## src/rtl/ripple_count_monitor.sv

```systemverilog
// Resyncs/de-glitches a mod-16 ripple count, extends it to EXT_W bits, publishes one record per wrap.
// Accept latency STABLE_N+1 clks; 1-entry record slot, overflow sets ev_overrun; RCM_DELTA_CHECK_EN adds delta_err.
module ripple_count_monitor #(
  parameter int EXT_W    = 16,
  parameter int STABLE_N = 2,
  parameter int MAX_STEP = 4
) (
  input  logic             clk,
  input  logic             rst,
  input  logic [3:0]       q_in,
  input  logic             clear,
  output logic [EXT_W-1:0] count_out,
  output logic             locked,
  output logic             wrap_pulse,
  output logic             delta_err,
  output logic             ev_valid,
  input  logic             ev_ready,
  output logic [EXT_W-1:0] ev_data,
  output logic             ev_overrun
);

  localparam int CNT_W = (STABLE_N < 2) ? 1 : $clog2(STABLE_N + 1);

  typedef enum logic {INIT, RUN} state_t;

  state_t           state;
  logic [3:0]       s1, s2, cand, last;
  logic [1:0]       fill;
  logic [CNT_W-1:0] stab_cnt;
  logic             restart, accept, wrap, step_err;
  logic [3:0]       delta;
  logic [EXT_W-1:0] count_nxt;

  // fill[1] marks s2 as holding a real sample rather than its reset value
  always_comb begin
    restart   = (stab_cnt == '0) || (s2 != cand);
    accept    = fill[1] && (restart ? (STABLE_N == 1) : (stab_cnt == CNT_W'(STABLE_N - 1)));
    delta     = s2 - last;
    count_nxt = count_out + EXT_W'(delta);
    wrap      = (state == RUN) && accept && (s2 < last);
`ifdef RCM_DELTA_CHECK_EN
    step_err  = (state == RUN) && accept && (delta > 4'(MAX_STEP));
`else
    step_err  = 1'b0;
`endif
  end

  always_ff @(posedge clk) begin
    if (rst) begin
      s1         <= '0;
      s2         <= '0;
      fill       <= '0;
      cand       <= '0;
      stab_cnt   <= '0;
      last       <= '0;
      state      <= INIT;
      count_out  <= '0;
      locked     <= 1'b0;
      wrap_pulse <= 1'b0;
      delta_err  <= 1'b0;
      ev_valid   <= 1'b0;
      ev_data    <= '0;
      ev_overrun <= 1'b0;
    end else begin
      s1         <= q_in;
      s2         <= s1;
      fill       <= {fill[0], 1'b1};
      wrap_pulse <= 1'b0;
      if (clear) begin
        stab_cnt   <= '0;
        state      <= INIT;
        count_out  <= '0;
        locked     <= 1'b0;
        delta_err  <= 1'b0;
        ev_valid   <= 1'b0;
        ev_data    <= '0;
        ev_overrun <= 1'b0;
      end else begin
        if (fill[1]) begin
          if (restart) begin
            cand     <= s2;
            stab_cnt <= CNT_W'(1);
          end else if (stab_cnt != CNT_W'(STABLE_N)) begin
            stab_cnt <= stab_cnt + CNT_W'(1);
          end
        end
        if (accept) begin
          last <= s2;
          if (state == INIT) begin
            state  <= RUN;
            locked <= 1'b1;
          end else begin
            count_out  <= count_nxt;
            wrap_pulse <= wrap;
            if (step_err) delta_err <= 1'b1;
          end
        end
        // a wrap landing on the handshake cycle reloads the slot instead of overrunning
        if (ev_valid && ev_ready) ev_valid <= 1'b0;
        if (wrap) begin
          if (!ev_valid || ev_ready) begin
            ev_valid <= 1'b1;
            ev_data  <= count_nxt;
          end else begin
            ev_overrun <= 1'b1;
          end
        end
      end
    end
  end

endmodule

```

## config.mk

```make
export PLATFORM = sky130hd
export DESIGN_NAME = ripple_count_monitor
export DESIGN_NICKNAME = d
export VERILOG_FILES = /design/src/rtl/ripple_count_monitor.sv
export SDC_FILE = /design/constraint.sdc
export NUM_CORES = 1
export LEC_CHECK = 0
export CAP_MARGIN = 20
export CORE_ASPECT_RATIO = 0.7
export CORE_MARGIN = 2
export CORE_UTILIZATION = 50
export CTS_BUF_LIST = sky130_fd_sc_hd__clkbuf_4 sky130_fd_sc_hd__clkbuf_8
export CTS_CLUSTER_DIAMETER = 50
export DETAILED_ROUTE_END_ITERATION = 8
export PLACE_DENSITY = 0.81
export SETUP_SLACK_MARGIN = 0.5
export SYNTH_ARGS = -nofsm -noshare
export SYNTH_HDL_FRONTEND = slang
export SYNTH_SLANG_ARGS = --single-unit
```

## constraint.sdc

```tcl
create_clock -name clk -period 2.5 [get_ports clk]
set_input_delay 0.75 -clock clk [delete_from_list [all_inputs] [get_ports clk]]
set_output_delay 0.75 -clock clk [all_outputs]
set_load 0.05 [all_outputs]
```

## After elaboration in Yosys (flattened, before gate mapping)

Cells that the tools add are included.

- Register bits after elaboration: 57
- Input bits: 8
- Output and inout bits: 37
- Word-level logic and storage cells: 50

- Add/sub/neg operators: 3
- $lt $le $gt $ge: 1
- Equality and inequality tests: 3
- Multiplexer cells: 7
- Bitwise gates (word level): 4
- Reductions and logical operators: 18

Operators by type and width:

| operator | number |
|---|---|
| $add 16x4->16 | 1 |
| $reduce_and 2->1 | 6 |
| $mux 1 | 5 |
| $logic_and 1x1->1 | 4 |
| $lt 4x4->1 | 1 |
| $mux 2 | 2 |
| $ne 4x4->1 | 1 |
| $not 1->1 | 4 |
| $reduce_or 4->1 | 1 |
| $sub 4x4->4 | 1 |
| $reduce_and 3->1 | 1 |
| $add 2x1->2 const B | 1 |
| $eq 2x1->1 const B | 1 |
| $logic_not 2->1 | 1 |
| $logic_or 1x1->1 | 2 |
| $ne 2x2->1 const B | 1 |
| $reduce_bool 2->1 | 1 |
| $reduce_or 2->1 | 1 |
| $logic_not 1->1 | 1 |

## Logic depth before layout (Yosys ltp)

- Depth after elaboration: 7
- Depth in mapped cells: 13
- Gate-level depth less buffers: 12

## Least setup slack after synthesis

Ideal clock, no wire load.

- Kind: flip-flop to flip-flop
- Start point: reg s2[0]
- End point: reg count_out[11]
- Library setup time: 70 ps
- Data arrival time: 2,530 ps
- Required time: 2,430 ps
- Setup slack: -100 ps
- Cell stages (with the launch flop): 12
- Path buffers: 0
- Period minus slack after synthesis: 2,600 ps
- Path through: dfxtp_1 > inv_1 > ha_1 > inv_1 > fa_1 > xor2_1 > ha_1 > o21ai_0 > o21bai_1 > nand4_1 > or3_1 > a21oi_1

- Word-level cells in the longest chain between the ends: 5
- Elaborated cells between the ends (all ways): 7
- Classes of those cells: add/sub (2); eq/ne (1); mux (1); reduce/logical (3)

Ends and longest elaborated chain:

| what | RTL line | source |
|---|---|---|
| start: declaration | 27 | `logic [3:0] s1, s2, cand, last;` |
| start signal: assignment | 51 | `s2 <= '0;` |
| start signal: assignment | 66 | `s2 <= s1;` |
| parallel branches: the longest is 5 deep, another holds $add 16x4->16 | - |  |
| end signal: assignment | 93 | `count_out <= count_nxt;` |
| end: declaration | 12 | `output logic [EXT_W-1:0] count_out,` |

Several ways; the timed one is not identified.
A chain may end at the register's enable or synchronous reset.

## Worst setup path after layout

- Start point: reg s2[0]
- End point: reg count_out[10]

The elaborated chain is that of the path after synthesis.

==> reports/qor.csv <==
metric,value,unit
run_status,"finished, violations left",
violations,negative setup slack,
dpl-instance-area,0.00334,sq mm
hold_buffers,0,
drt-pass1-iter-count,4,
synthCells,310,
drv_cap,0,
synth-edff-count,0,
grt_pass1_vias,2271,
gr-total-overflow,0,
cts.reportedPaths.clkPinSlew,60,ps
p_per_area,481,mW/mm^2
drc_errors,0,
synth-async-reset-ratio,0,%
start_kind,flop,
period_share,100,%
dieHeight,65.5,um
grt_max_degree,23,
mostFrequentLayoutCell,dfxtp_1,
grt_pass1_wl,10800,um
placementRows,22,
cts_max_level,3,
cpMaxStageDelayCell,fa_2,
drive_gt1_share,27.4,%
clkSinkCount,57,
wl_per_cell,15.7,um
p_total,0.00181,W
synth.top_cell.area_share,42.2,%
yosysWarnings,0,
syn_to_final_growth,39.3,%
die_area,0.00602,sq mm
fin_crit,2510,ps
worstPathArrival,2740,ps
coreArea,0.00523,sq mm
dpl.hpwl,4410,um
clock.fmax,399,MHz
avgSynthCellArea,8.73,sq um
syn_nets,331,
peakVddDrop,0.000429,V
synth_area_leaders,"dfxtp_1, a21oi_1, xor2_1",
antenna_left,0,
nets,398,
mostFrequentLayoutCells,"dfxtp_1, nand2_1, buf_4, a21oi_1",
gp_congestion,0.828,
cts-root-buf,clkbuf_8,
rsz0062_at_grt,true,
clock_path_buffers,2,
ys_seq_area_share,42.2,%
stdcell_area,0.00377,sq mm
ys_ff_latch,57,
viasPerCell,5.38,
ios,45,
ys_types,43,
worstMarginPinSlew,522,ps
cts_tree,yes,
numCtsBuffers,9,
hold_ws,431,ps
final_hold_viol_count,0,
antenna_cells,0,
portBuffers,43,
clk_latency,340,ps
wl,7080,um
yosys.area.top_type,dfxtp_1,
relSlewSlack,65.3,%
leakagePower,1.58,nW
synth_ff_type,dfxtp_1,
fin_ws,-5.86,ps
crit_chain,inv_2 > ha_4 > inv_4 > fa_2 > inv_2 > fa_2 > nor2b_4 > o211a_1 > and3_4 > a211oi_2 > a31o_2,
dp_cells,424,
drt_iter0_drc,126,
grt_usage,23.1,%
required,2730,ps
skew,3.60,ps
fin_cells,451,
critPathKind,reg -> reg,
maxSlewViolCount,0,
vias,2427,
cp_max_fo,5,
antenna_found_initial,0,
die_x,91.9,um
start_util,51.7,%
finalSetupViolations,1,
hold_class,reg -> reg,
end_kind,flop,
synth_area,0.00271,sq mm
slowest_delay,550,ps
## flip-flops by register name, indices dropped and copies added (netlist names)
signal and count:
state 1, ev_data 16, s1 4, stab_cnt 2
fill 2, wrap_pulse 1, ev_valid 1, last 4
locked 1, count_out 16, s2 4, ev_overrun 1
cand 4
## synthesized netlist by cell type (2+ instances only)
library cell,n
dfxtp_1,57
nand2_1,34
a21oi_1,30
nor2_1,23
inv_1,18
xor2_1,17
o21ai_0,13
ha_1,11
nor2b_1,10
mux2i_1,9
and3_1,8
clkbuf_1,8
nand3_1,7
nand4_1,6
a211oi_1,5
or3_1,5
xnor2_1,5
o211ai_1,4
buf_2,3
nand2b_1,3
o21a_1,3
o31ai_1,3
or2_2,3
a21o_1,2
a31o_2,2
and4_1,2
buf_4,2
fa_1,2
## area by class of cell
| cell class | instances | area (sq um) |
|---|---|---|
| multi-input cells | 220 | 1650 |
| fillers | 386 | 1460 |
| flip-flops and latches | 57 | 1150 |
| repair buffers | 71 | 639 |
| clock buffers | 13 | 173 |
| well taps | 72 | 90.1 |
| inverters | 18 | 70.1 |
## repair_timing
action | in CTS | in global routing
pin swaps | 20 | 23
gates resized for setup | 74 | 31
buffers inserted | 10 | 4
endpoints found under the setup margin | 65 | 35
## final timing paths
kind	start	endpoint	slack, ps	depth (start not counted)
max	s2[0]	count_out[10]	-6	11
min	s1[3]	s2[3]	430	1
max reg2reg	s2[0]	count_out[10]	-6	11
min reg2reg	s1[3]	s2[3]	430	1
## layer usage
layer  share of wire, %  GRT usage [%]  vias up
met3                7.0           7.11       14
met1                 44           30.2     1133
met4                1.5           7.84        0
li1                   -              -     1190
met2                 47           36.8       90
met5                  0              0        -
## through the flow
step	TNS [ps]	setup slack [ps]	util [%]
after floorplan	0	74.8	-
after global placement	0	11.1	63.8
after detailed placement	-106	-67.2	63.8
after CTS	0	78.1	69.8
after global routing	-758	-145	72.0
final	-5.86	-5.86	72.0
## cell families (layout without fill, tap and decap cells)
| kind of cell | after synthesis | after routing | share of synthesized area (%) |
|---|---|---|---|
| xor gates and xnor gates | 22 | 22 | 7.12 |
| AOI/OAI and AO/OA | 65 | 65 | 14.2 |
| and+or+nand+nor | 110 | 110 | 21.1 |
| adders and majority gates | 13 | 13 | 6.57 |
| buffers and inverters | 33 | 102 | 5.27 |
| DFF | 57 | 57 | 42.2 |
| muxes | 9 | 9 | 3.33 |
| other | 1 | 1 | 0.139 |
## where the power goes
group	switching, W	total (W)	internal, W	leakage (nW)
clock	0.000325	0.000760	0.000435	0.0909
sequential	0.00000703	0.000924	0.000917	0.464
combinational	0.0000709	0.000126	0.0000555	1.03
## worst max-delay path: cells and delay by family, from the launching register on
family,cells,cell delay [ps]
fa+ha+maj,3,1050
compound gates,3,480
simple gates,2,390
buf+inv,3,140
flops,1,320
(Power assumes the default switching activity.)
